==> src/rtl/hust_efi_pkg.sv <==
// Shared HUST EFI definitions: wheel geometry default, crank FSM states and
// the tooth-period ratio used to recognise the missing-tooth gap.
`ifndef CFG_CRANK_TEETH
`define CFG_CRANK_TEETH 36
`endif

package hust_efi_pkg;

  typedef enum logic [1:0] {
    ST_STOPPED  = 2'd0,
    ST_FIRST    = 2'd1,
    ST_SEEK_GAP = 2'd2,
    ST_SYNCED   = 2'd3
  } crank_state_t;

  // An edge is a gap when cur/prev > NUM/DEN, tested as cur*DEN > prev*NUM.
  localparam int unsigned GAP_RATIO_NUM = 3;
  localparam int unsigned GAP_RATIO_DEN = 2;

endpackage

==> src/rtl/crank_decoder_if.sv <==
// Crank-position bundle from crank_decoder to the stroke-transition logic.
// The decoder drives it through 'master'; consumers read it through 'slave'.
interface crank_decoder_if #(
  parameter int TEETH    = `CFG_CRANK_TEETH,
  parameter int PERIOD_W = 20
);
  localparam int POS_W = $clog2(2 * TEETH);

  logic                crank_tick;
  logic                crank_changed;
  logic [POS_W-1:0]    crank_pos;
  logic                sync;
  logic                sync_err;
  logic                running;
  logic [PERIOD_W-1:0] tooth_period;

  modport master (
    output crank_tick, crank_changed, crank_pos, sync, sync_err, running, tooth_period
  );

  modport slave (
    input crank_tick, crank_changed, crank_pos, sync, sync_err, running, tooth_period
  );
endinterface

==> src/rtl/ckp_edge_filter.sv <==
// CKP input conditioning: 2-flop synchronizer, optional glitch filter
// (CKP_GLITCH_FILTER_EN) and a registered one-cycle rising-edge pulse.
module ckp_edge_filter #(
  parameter int DEB_CYCLES = 4
) (
  input  logic clk,
  input  logic reset,
  input  logic ckp,
  output logic edge_pulse
);

  logic s1_q, s1_d;
  logic s2_q, s2_d;
  logic lvl;
  logic lvl_prev_q, lvl_prev_d;
  logic rise_q, rise_d;

`ifdef CKP_GLITCH_FILTER_EN
  localparam int CNT_W = $clog2(DEB_CYCLES + 1);

  logic [CNT_W-1:0] cnt_q, cnt_d;
  logic             filt_q, filt_d;

  // The accepted level flips only after DEB_CYCLES consecutive opposite samples.
  always_comb begin
    // NOTE: every always_comb output gets a default first so no path can infer a latch.
    cnt_d  = '0;
    filt_d = filt_q;
    if (s2_q != filt_q) begin
      if (cnt_q == CNT_W'(DEB_CYCLES - 1)) begin
        filt_d = s2_q;
      end else begin
        cnt_d = cnt_q + CNT_W'(1);
      end
    end
  end

  always_ff @(posedge clk or posedge reset) begin
    if (reset) begin
      cnt_q  <= '0;
      filt_q <= 1'b0;
    end else begin
      cnt_q  <= cnt_d;
      filt_q <= filt_d;
    end
  end

  assign lvl = filt_q;
`else
  logic unused_deb;

  assign unused_deb = (DEB_CYCLES != 0);
  assign lvl        = s2_q;
`endif

  always_comb begin
    s1_d       = ckp;
    s2_d       = s1_q;
    lvl_prev_d = lvl;
    rise_d     = lvl & ~lvl_prev_q;
  end

  always_ff @(posedge clk or posedge reset) begin
    // NOTE: sequential state uses non-blocking assignments so every flop samples pre-edge values.
    if (reset) begin
      s1_q       <= 1'b0;
      s2_q       <= 1'b0;
      lvl_prev_q <= 1'b0;
      rise_q     <= 1'b0;
    end else begin
      s1_q       <= s1_d;
      s2_q       <= s2_d;
      lvl_prev_q <= lvl_prev_d;
      rise_q     <= rise_d;
    end
  end

  assign edge_pulse = rise_q;

endmodule

==> src/rtl/crank_decoder.sv <==
// Crank-position decoder: tooth-period measurement, missing-tooth gap lock and
// 720-degree position tracking. CKP_GLITCH_FILTER_EN enables the input filter.
module crank_decoder
  import hust_efi_pkg::*;
#(
  parameter int          TEETH        = `CFG_CRANK_TEETH,
  parameter int          MISSING      = 1,
  parameter int          PERIOD_W     = 20,
  parameter int unsigned STALL_CYCLES = 2**20 - 1,
  parameter int          DEB_CYCLES   = 4
) (
  input  logic              clk,
  input  logic              reset,
  input  logic              ckp,
  crank_decoder_if.master   crank
);

  localparam int POS_W   = $clog2(2 * TEETH);
  localparam int TOOTH_W = $clog2(TEETH);
  localparam int GAP_W   = PERIOD_W + 2;

  localparam logic [TOOTH_W-1:0]  LAST_TOOTH = TOOTH_W'(TEETH - MISSING - 1);
  localparam logic [PERIOD_W-1:0] STALL_LIM  = PERIOD_W'(STALL_CYCLES);

  logic edge_pulse;

  ckp_edge_filter #(
    .DEB_CYCLES (DEB_CYCLES)
  ) u_edge (
    .clk        (clk),
    .reset      (reset),
    .ckp        (ckp),
    .edge_pulse (edge_pulse)
  );

  crank_state_t        state_q, state_d;
  logic [PERIOD_W-1:0] per_cnt_q, per_cnt_d;
  logic [PERIOD_W-1:0] tooth_period_q, tooth_period_d;
  logic [TOOTH_W-1:0]  tooth_q, tooth_d;
  logic                rev_q, rev_d;
  logic [POS_W-1:0]    crank_pos_q, crank_pos_d;
  logic                tick_q, tick_d;
  logic                changed_q, changed_d;
  logic                err_q, err_d;
  logic                sync_q, sync_d;
  logic                running_q, running_d;

  logic [GAP_W-1:0] cur_scaled;
  logic [GAP_W-1:0] prev_scaled;
  logic             is_gap;
  logic             stall;

  // Widened so both scaled periods fit without overflow.
  assign cur_scaled  = GAP_W'(per_cnt_q) * GAP_W'(GAP_RATIO_DEN);
  assign prev_scaled = GAP_W'(tooth_period_q) * GAP_W'(GAP_RATIO_NUM);
  assign is_gap      = cur_scaled > prev_scaled;

  // A simultaneous edge restarts the period count, so the edge wins.
  assign stall = !edge_pulse && (per_cnt_q >= STALL_LIM);

  always_comb begin
    per_cnt_d = per_cnt_q;
    if (edge_pulse) begin
      per_cnt_d = PERIOD_W'(1);
    end else if (per_cnt_q != '1) begin
      per_cnt_d = per_cnt_q + PERIOD_W'(1);
    end
  end

  always_comb begin
    state_d        = state_q;
    tooth_d        = tooth_q;
    rev_d          = rev_q;
    tooth_period_d = tooth_period_q;
    crank_pos_d    = crank_pos_q;
    tick_d         = 1'b0;
    changed_d      = 1'b0;
    err_d          = 1'b0;

    if (stall) begin
      state_d        = ST_STOPPED;
      tooth_d        = '0;
      rev_d          = 1'b0;
      tooth_period_d = '0;
    end else if (edge_pulse) begin
      tick_d         = 1'b1;
      tooth_period_d = per_cnt_q;
      unique case (state_q)
        ST_STOPPED: state_d = ST_FIRST;
        ST_FIRST:   state_d = ST_SEEK_GAP;
        ST_SEEK_GAP: begin
          if (is_gap) begin
            state_d   = ST_SYNCED;
            tooth_d   = '0;
            rev_d     = 1'b0;
            changed_d = 1'b1;
          end
        end
        ST_SYNCED: begin
          // A gap is legal exactly at the last physical tooth, and only there.
          if (is_gap == (tooth_q == LAST_TOOTH)) begin
            changed_d = 1'b1;
            if (is_gap) begin
              tooth_d = '0;
              rev_d   = ~rev_q;
            end else begin
              tooth_d = tooth_q + TOOTH_W'(1);
            end
          end else begin
            err_d   = 1'b1;
            state_d = ST_SEEK_GAP;
          end
        end
        default: state_d = ST_STOPPED;
      endcase
    end

    if (stall) begin
      crank_pos_d = '0;
    end else if (changed_d) begin
      crank_pos_d = rev_d ? POS_W'(TEETH) + POS_W'(tooth_d) : POS_W'(tooth_d);
    end

    sync_d    = (state_d == ST_SYNCED);
    running_d = (state_d != ST_STOPPED);
  end

  always_ff @(posedge clk or posedge reset) begin
    if (reset) begin
      state_q        <= ST_STOPPED;
      per_cnt_q      <= '0;
      tooth_period_q <= '0;
      tooth_q        <= '0;
      rev_q          <= 1'b0;
      crank_pos_q    <= '0;
      tick_q         <= 1'b0;
      changed_q      <= 1'b0;
      err_q          <= 1'b0;
      sync_q         <= 1'b0;
      running_q      <= 1'b0;
    end else begin
      state_q        <= state_d;
      per_cnt_q      <= per_cnt_d;
      tooth_period_q <= tooth_period_d;
      tooth_q        <= tooth_d;
      rev_q          <= rev_d;
      crank_pos_q    <= crank_pos_d;
      tick_q         <= tick_d;
      changed_q      <= changed_d;
      err_q          <= err_d;
      sync_q         <= sync_d;
      running_q      <= running_d;
    end
  end

  assign crank.crank_tick    = tick_q;
  assign crank.crank_changed = changed_q;
  assign crank.crank_pos     = crank_pos_q;
  assign crank.sync          = sync_q;
  assign crank.sync_err      = err_q;
  assign crank.running       = running_q;
  assign crank.tooth_period  = tooth_period_q;

endmodule

==> src/flat_wrapper.sv <==
// flat-port wrapper written by rule: the top's interface ports become plain ports
module crank_decoder_flat import hust_efi_pkg::*;
#(
  parameter int          TEETH        = `CFG_CRANK_TEETH,
  parameter int          MISSING      = 1,
  parameter int          PERIOD_W     = 20,
  parameter int unsigned STALL_CYCLES = 2**20 - 1,
  parameter int          DEB_CYCLES   = 4
)
  (clk, reset, ckp, crank_crank_tick, crank_crank_changed, crank_crank_pos, crank_sync, crank_sync_err, crank_running, crank_tooth_period);
  crank_decoder_if #(.TEETH(TEETH), .PERIOD_W(PERIOD_W)) crank_i ();
  input  logic clk;
  input  logic reset;
  input  logic ckp;
  output wire logic [$bits(crank_i.crank_tick)-1:0] crank_crank_tick;
  output wire logic [$bits(crank_i.crank_changed)-1:0] crank_crank_changed;
  output wire logic [$bits(crank_i.crank_pos)-1:0] crank_crank_pos;
  output wire logic [$bits(crank_i.sync)-1:0] crank_sync;
  output wire logic [$bits(crank_i.sync_err)-1:0] crank_sync_err;
  output wire logic [$bits(crank_i.running)-1:0] crank_running;
  output wire logic [$bits(crank_i.tooth_period)-1:0] crank_tooth_period;
  assign crank_crank_tick = crank_i.crank_tick;
  assign crank_crank_changed = crank_i.crank_changed;
  assign crank_crank_pos = crank_i.crank_pos;
  assign crank_sync = crank_i.sync;
  assign crank_sync_err = crank_i.sync_err;
  assign crank_running = crank_i.running;
  assign crank_tooth_period = crank_i.tooth_period;
  crank_decoder #(.TEETH(TEETH), .MISSING(MISSING), .PERIOD_W(PERIOD_W), .STALL_CYCLES(STALL_CYCLES), .DEB_CYCLES(DEB_CYCLES)) u_core (.clk(clk), .reset(reset), .ckp(ckp), .crank(crank_i));
endmodule
==> config.mk <==
export PLATFORM = sky130hd
export DESIGN_NAME = crank_decoder_flat
export DESIGN_NICKNAME = d
export VERILOG_FILES = /design/src/rtl/hust_efi_pkg.sv /design/src/rtl/crank_decoder_if.sv /design/src/rtl/ckp_edge_filter.sv /design/src/rtl/crank_decoder.sv /design/src/flat_wrapper.sv
export SDC_FILE = /design/constraint.sdc
export NUM_CORES = 1
export LEC_CHECK = 0
export CAP_MARGIN = 20
export CORE_MARGIN = 3
export CORE_UTILIZATION = 45
export CTS_CLUSTER_DIAMETER = 40
export DETAILED_ROUTE_END_ITERATION = 8
export GPL_TIMING_DRIVEN = 0
export PLACE_DENSITY = 0.64
export SYNTH_ARGS = -nofsm -noshare
export SYNTH_HDL_FRONTEND = slang
export SYNTH_SLANG_ARGS = --single-unit
==> constraint.sdc <==
create_clock -name clk -period 11.76 [get_ports clk]
set_clock_uncertainty 0.1 [all_clocks]
set_input_delay 2.352 -clock clk [delete_from_list [all_inputs] [get_ports clk]]
set_output_delay 2.352 -clock clk [all_outputs]
set_load 0.005 [all_outputs]
==> results.tsv, run 1 <==
stage	metric	value	unit
synthesis	ranking of synthesized cells by area	dfrtp_1 37%, ha_1 13%, nand2_1 6.3%, o21ai_0 5.0%, xor2_1 3.4%	
global_route	grt peak-use layer	met2	
pwr	sw frac	38.3	%
route	WL final	10300	µm
hold_path	Worst Hold Depth	0	
route	wire length per cell	15.3	µm
pwr	internal power	509	µW
timing	min Tclk post-route	6.31	ns
global_route	first-pass GRT wire length	17600	µm
timing	slew margin rel.	45.8	%
worst_setup_path	kind of critical path	flip-flop to flip-flop	
synthesis	Synth Flop Type	dfrtp_1	
placement	hpwl dp	7550	µm
route	DR vias	3720	
pwr	maximum vdd drop	0.000134	V
worst_setup_path	nature of the critical path endpoint	flip-flop	
clocking	post_cts resized	0	
pwr	P_leak	0.00230	µW
clocking	CTS Hold Bufs	0	
timing	Setup Viol. Count Final	0	
worst_setup_path	Worst setup startpoint	u_core.crank.tooth_period[1]	
timing	final hold vios	0	
layout	Layout area overhead	16.2	%
placement	Placer Congestion	0.847	
global_route	Overflow after GRT	0	
floorplan	CORE AREA	0.00933	mm²
placement	pre-CTS setup slack	5.50	ns
worst_setup_path	critical path required time	11.90	ns
global_route	grt met1 use	25.0	%
synthesis	sequential share of the synthesized area	37.2	%
worst_setup_path	Worst R2R End	u_core.crank.crank_pos[3]	
synthesis	Synth Instances	490	
pwr	sw power	316	µW
layout	Fill cells	886	
route	initial drt markers	143	
timing	Fmax	158	MHz
synthesis	most frequent cells after synthesis	74 x nand2_1, 65 x dfrtp_1, 44 x ha_1, 44 x o21ai_0, 36 x nor2_1	
clocking	clock insertion delay at the later pin of the skew report	0.34	ns
synthesis	Synth Area per Inst	8.93	µm²
pwr	sequential power share	34.4	%
global_route	pin count of the biggest net entering global routing	66	
layout	Layout Nets	583	
global_route	GRT Total Usage	19.6	%
placement	port bufs	34	
floorplan	Die Ht	105	µm
global_route	initial antenna violation count	0	
timing	final worst-path cycle share	53.7	%
pwr	combinational share of power	41.7	%
worst_setup_path	depth of the most critical reg-to-reg path	24	
floorplan	Die Wd	105	µm
layout	Inserted Diodes	0	
clocking	Clk pin slew, worst setup/hold paths	0.08	ns
run	max_cap viols	0	
timing	Least-Margin Pin Slew	0.813	ns
global_route	met3 Use GR	4.08	%
worst_setup_path	CP arrival	6.45	ns
floorplan	total I/O pin count	35	
worst_setup_path	reg-to-reg slack, setup	5.45	ns
worst_setup_path	Reg2Reg Launch Point	u_core.crank.tooth_period[1]	
hold_path	worst min-delay path class	flip-flop to flip-flop	
synthesis	flops & latches, synth	65	
route	via/cell ratio	5.56	
route	1st-pass router iterations	4	
route	ANT nets after route	0	
floorplan	die area	0.0109	mm²
global_route	met2 track demand over resource	33.2	%
worst_setup_path	crit-path max FO	10	
worst_setup_path	Setup crit start kind	flip-flop	
synthesis	Async SR Flop Fraction	100	%
hold_path	WHS Endpoint	u_core.u_edge.lvl	
route	DRC	0	
clocking	Setup Buffers After CTS	0	
clocking	clock buffer count from CTS	9	
timing	final worst slack	5.45	ns
synthesis	count leader, synth	nand2_1	
pwr	pwr/cell area	162	mW/mm²
synthesis	Mapped Nets	538	
synthesis	cell accounting for the most synthesized area	dfrtp_1	
floorplan	initial core utilization	46.9	%
clocking	CTS Buffer Depth	2	
synthesis	Ys Warns	0	
clocking	clock root buffer	clkbuf_8	
hold_path	hold path startpoint	u_core.u_edge.s1_q	
layout	share of layout cells above drive strength 1	6.67	%
run_status	status	complete, no violations	
timing	max-slew violation count	0	
clocking	CTS tree	built	
synthesis	Cell variety after synth	64	
clocking	clock sinks	65	
synthesis	synthesized cell area	0.00438	mm²
clocking	CTS H-tree lvls	3	
floorplan	# rows	35	
timing	unrepaired setup endpoints after global routing	false	
pwr	clock network power share	23.9	%
synthesis	Post-synth EDFFs	0	
synthesis	share of the synthesized area in the top cell type	37.2	%
global_route	number of global-route vias before repair	3721	
timing	setup TNS	0	ns
[per-layer routing]
metal	share of wire, %	vias up
met3	3.3	17
li1	-	1843
met1	46	1792
met2	48	68
met4	2.1	0
met5	0	-
[power groups by stage]
stage | clock, µW | combinational (µW) | sequential (µW)
after floorplan | 0 | 249 | 282
after global placement | 0 | 334 | 286
after detailed placement | 0 | 344 | 288
after CTS | 203 | 346 | 284
after global routing | 212 | 380 | 290
final | 197 | 344 | 284
[cell type report]
cell class	instances	area, µm²	share of cell area, %
timing repair buffer	34	340	6.69
clock inverter	6	66.3	1.30
buffer	16	76.3	1.50
clock buffer	10	138	2.71
inverter	18	70.1	1.38
multi-input combinational	391	2610	51.3
tap	129	161	3.17
sequential	65	1630	32.0
[worst max path at each step]
stage,to,slack (ns),cells after the start
floorplan,u_core.crank.crank_pos[3],6.40,27
CTS,u_core.crank.crank_pos[3],5.43,24
detailed placement,u_core.crank.crank_pos[3],5.50,24
global placement,u_core.crank.crank_pos[3],5.57,24
global route,u_core.crank.crank_pos[3],4.95,24
finish,u_core.crank.crank_pos[3],5.45,24
[cell families (layout without fill, tap and decap cells)]
group | Yosys count | count (layout) | synth area share (%)
compound gates | 123 | 123 | 18.4
xor+xnor | 33 | 33 | 6.60
fa+ha+maj | 45 | 45 | 13.0
buf+inv | 34 | 84 | 3.29
flops | 65 | 65 | 37.2
mux | 6 | 6 | 1.40
simple gates | 184 | 184 | 20.1
[state kept, by name (all words and copies together), names as in the netlist]
register / cells
u_core.crank.crank_pos: 7
u_core.u_edge.s1_q: 1
u_core.crank.crank_tick: 1
u_core.crank.sync_err: 1
u_core.tooth_q: 6
u_core.crank.crank_changed: 1
u_core.per_cnt_q: 20
u_core.crank.running: 1
u_core.u_edge.lvl_prev_q: 1
u_core.u_edge.edge_pulse: 1
u_core.u_edge.lvl: 1
u_core.rev_q: 1
u_core.crank.tooth_period: 20
u_core.state_q: 2
u_core.crank.sync: 1
[critical path, stage by stage (launching register included)]
cell and delay [ns]:
dfrtp_1 0.45, ha_1 0.31, a21o_1 0.12, a21oi_1 0.11, o21ai_0 0.29, a41oi_1 0.22, o21ai_0 0.32, a21oi_1 0.14
o21ai_0 0.29, nand2_1 0.14, a221oi_1 0.35, xnor2_1 0.13, ha_1 0.34, or4b_1 0.51, nor4_2 0.20, a2111oi_2 0.07
o211ai_2 0.14, buf_6 0.18, clkbuf_1 0.33, ha_1 0.30, and3_1 0.18, a211oi_4 0.43, nand2_2 0.16, a22o_1 0.20
a22o_1 0.17
[placed cells by master (no fill, tap or decap), types with 3 or more instances in the layout]
cell | Yosys | final
mux2i_1 | 5 | 5
and2_1 | 3 | 3
a21o_1 | 11 | 11
nand3_1 | 14 | 14
a211oi_1 | 5 | 5
clkdlybuf4s50_1 | 0 | 34
nor2_1 | 36 | 36
nor3_1 | 10 | 10
clkbuf_1 | 12 | 12
nand4_1 | 9 | 9
or3_1 | 7 | 7
clkbuf_8 | 0 | 10
inv_1 | 18 | 17
ha_1 | 44 | 44
clkinvlp_4 | 0 | 3
dfrtp_1 | 65 | 65
o21a_1 | 4 | 4
and3_1 | 11 | 11
nand2_1 | 74 | 74
a21oi_1 | 24 | 24
o21bai_1 | 3 | 3
xor2_1 | 17 | 17
nand2b_1 | 3 | 3
nor2b_1 | 3 | 3
o21ai_0 | 44 | 44
xnor2_1 | 16 | 16
a31oi_1 | 3 | 3
[metrics by stage]
step | cells | cell area (µm²) | hold WS (ns) | power, µW | util, %
final | 669 | 5090 | 0.263 | 825 | 54.5
after global routing | 669 | 5090 | 0.281 | 881 | 54.5
after CTS | 669 | 5090 | 0.265 | 833 | 54.5
after detailed placement | 653 | 4880 | 0.246 | 632 | 52.3
after global placement | 653 | 4880 | 0.232 | 621 | 52.3
after floorplan | 490 | 4380 | 0.231 | 531 | -
(Power assumes the default switching activity.)
==> inputs of run 2 (changes only) <==
- clock period: 11.76 -> 6.4 ns (I/O delays scaled with it)
==> run 2 against run 1 <==
Setup slack got worse by 4.9 ns. Hold slack about the same. Cell area about the same. Sequential share of layout area about the same. Cell count decreased by 0.15%. Critical path depth decreased by 1. Die area unchanged.
==> results.tsv, run 2 (same netlist as run 1, synthesis figures left out) <==
stage	metric	value	unit	change
run_status	status	complete, no violations		
floorplan	Die Ht	105	µm	unchanged
layout	Inserted Diodes	0		unchanged
clocking	clock sinks	65		unchanged
floorplan	Die Wd	105	µm	unchanged
placement	hpwl dp	7550	µm	unchanged
pwr	maximum vdd drop	0.000245	V	+83%
timing	min Tclk post-route	5.86	ns	-0.448 ns
route	wire length per cell	15.3	µm	about the same
timing	Least-Margin Pin Slew	0.815	ns	+0.00177 ns
worst_setup_path	reg-to-reg slack, setup	0.54	ns	-4.91 ns
clocking	CTS tree	built		
placement	Placer Congestion	0.847		unchanged
timing	unrepaired setup endpoints after global routing	false		
timing	final hold vios	0		unchanged
worst_setup_path	kind of critical path	flip-flop to flip-flop		
clocking	Setup Buffers After CTS	0		unchanged
route	initial drt markers	127		-11%
pwr	pwr/cell area	297	mW/mm²	+83%
pwr	P_leak	0.00230	µW	about the same
timing	max-slew violation count	0		unchanged
layout	share of layout cells above drive strength 1	6.68	%	+0.012 points
floorplan	CORE AREA	0.00933	mm²	unchanged
worst_setup_path	Reg2Reg Launch Point	u_core.crank.tooth_period[1]		
clocking	CTS Hold Bufs	0		unchanged
global_route	grt met1 use	25.0	%	unchanged
clocking	CTS H-tree lvls	3		unchanged
timing	final worst-path cycle share	91.6	%	+38 points
global_route	GRT Total Usage	19.6	%	unchanged
global_route	initial antenna violation count	0		unchanged
placement	port bufs	34		unchanged
placement	pre-CTS setup slack	0.142	ns	-5.36 ns
timing	Setup Viol. Count Final	0		unchanged
global_route	Overflow after GRT	0		unchanged
clocking	clock root buffer	clkbuf_8		
worst_setup_path	crit-path max FO	19		+9
layout	most frequent cells in the layout	74 x nand2_1, 65 x dfrtp_1, 44 x ha_1, 43 x o21ai_0, 36 x nor2_1		
global_route	met3 Use GR	4.08	%	unchanged
worst_setup_path	Setup crit start kind	flip-flop		
global_route	number of global-route vias before repair	3721		unchanged
floorplan	initial core utilization	46.9	%	unchanged
floorplan	# rows	35		unchanged
worst_setup_path	nature of the critical path endpoint	flip-flop		
hold_path	worst min-delay path class	flip-flop to flip-flop		
global_route	first-pass GRT wire length	17600	µm	unchanged
route	DR vias	3734		+0.38%
worst_setup_path	Worst setup startpoint	u_core.crank.tooth_period[1]		
route	DRC	0		unchanged
timing	final worst slack	0.536	ns	-4.91 ns
global_route	grt peak-use layer	met2		
clocking	Clk pin slew, worst setup/hold paths	0.08	ns	about the same
floorplan	die area	0.0109	mm²	unchanged
placement	Area after DPL	0.00488	mm²	unchanged
worst_setup_path	CP arrival	6.00	ns	-0.45 ns
timing	slew margin rel.	45.7	%	-0.12 points
route	WL final	10200	µm	-0.13%
layout	commonest non-fill, non-tap cell in the layout	nand2_1		
route	1st-pass router iterations	4		unchanged
layout	Layout area overhead	16.1	%	about the same
clocking	CTS Buffer Depth	2		unchanged
global_route	pin count of the biggest net entering global routing	66		unchanged
layout	Layout Nets	582		-0.17%
run	max_cap viols	0		unchanged
clocking	clock buffer count from CTS	9		unchanged
layout	post-route cell area	0.00508	mm²	about the same
clocking	clock insertion delay at the later pin of the skew report	0.34	ns	about the same
timing	Fmax	171	MHz	+7.6%
floorplan	total I/O pin count	35		unchanged
worst_setup_path	critical path required time	6.54	ns	-5.36 ns
route	ANT nets after route	0		unchanged
route	via/cell ratio	5.59		+0.53%
hold_path	hold path startpoint	u_core.u_edge.s1_q		
global_route	met2 track demand over resource	33.2	%	unchanged
timing	setup TNS	0	ns	unchanged
==> run 2: worst paths after layout <==
check,endpoint,depth (start not counted)
setup / recovery,u_core.crank.crank_pos[3],23
hold / removal,u_core.u_edge.lvl,0
setup reg to reg,u_core.crank.crank_pos[3],23
hold reg to reg,u_core.u_edge.lvl,0
max in group asynchronous,u_core.crank.tooth_period[2],2
min in group asynchronous,u_core.u_edge.s1_q,2
==> run 2: per-stage QoR <==
stage	hold WS (ns)	util, %	instances	total power, µW
2_1_floorplan	0.231	-	490	976
3_3_place_gp	0.232	52.3	653	1140
3_5_place_dp	0.246	52.3	653	1160
4_1_cts	0.265	54.5	669	1530
5_1_grt	0.281	54.5	668	1610
6_report	0.263	54.5	668	1510
==> run 2: metal layers <==
metal  part of all wire (%)  routed length, µm
met5                      0                  0
met4                    2.1                213
met3                    3.4                352
met2                     49               4990
met1                     46               4690
==> run 2: critical path, stage by stage (launching register included) <==
cell and delay, ns:
dfrtp_1 0.45, ha_1 0.31, a21o_1 0.12, a21oi_1 0.11, o21ai_0 0.29, a41oi_1 0.22
o21ai_0 0.32, a21oi_1 0.15, o21ai_1 0.22, nand2_1 0.12, a221oi_1 0.34, xnor2_1 0.13
ha_1 0.33, or4b_1 0.51, nor4_2 0.20, a2111oi_2 0.07, o211ai_2 0.14, buf_6 0.22
ha_1 0.24, and3_1 0.18, a211oi_4 0.43, nand2_2 0.16, a22o_1 0.20, a22o_1 0.17
==> run 2: power by group <==
group / switching, µW / total [µW] / internal (µW)
Combinational: 351 / 626 / 275
Clock: 170 / 361 / 191
Sequential: 56.6 / 522 / 466
Total: 578 / 1510 / 931
==> run 2: area by class of cell <==
| class | instances | area (µm²) |
|---|---|---|
| fill | 888 | 4250 |
| tap | 129 | 161 |
| clock inverter | 6 | 66.3 |
| timing repair buffer | 34 | 340 |
| multi-input combinational | 391 | 2610 |
| inverter | 18 | 70.1 |
| buffer | 15 | 72.6 |
| sequential | 65 | 1630 |
| clock buffer | 10 | 138 |
==> run 2: repair_timing <==
item / in CTS / in global routing
hold endpoints to repair: 0 / 0
resized for setup: 0 / 1
setup endpoints to repair: 0 / 6
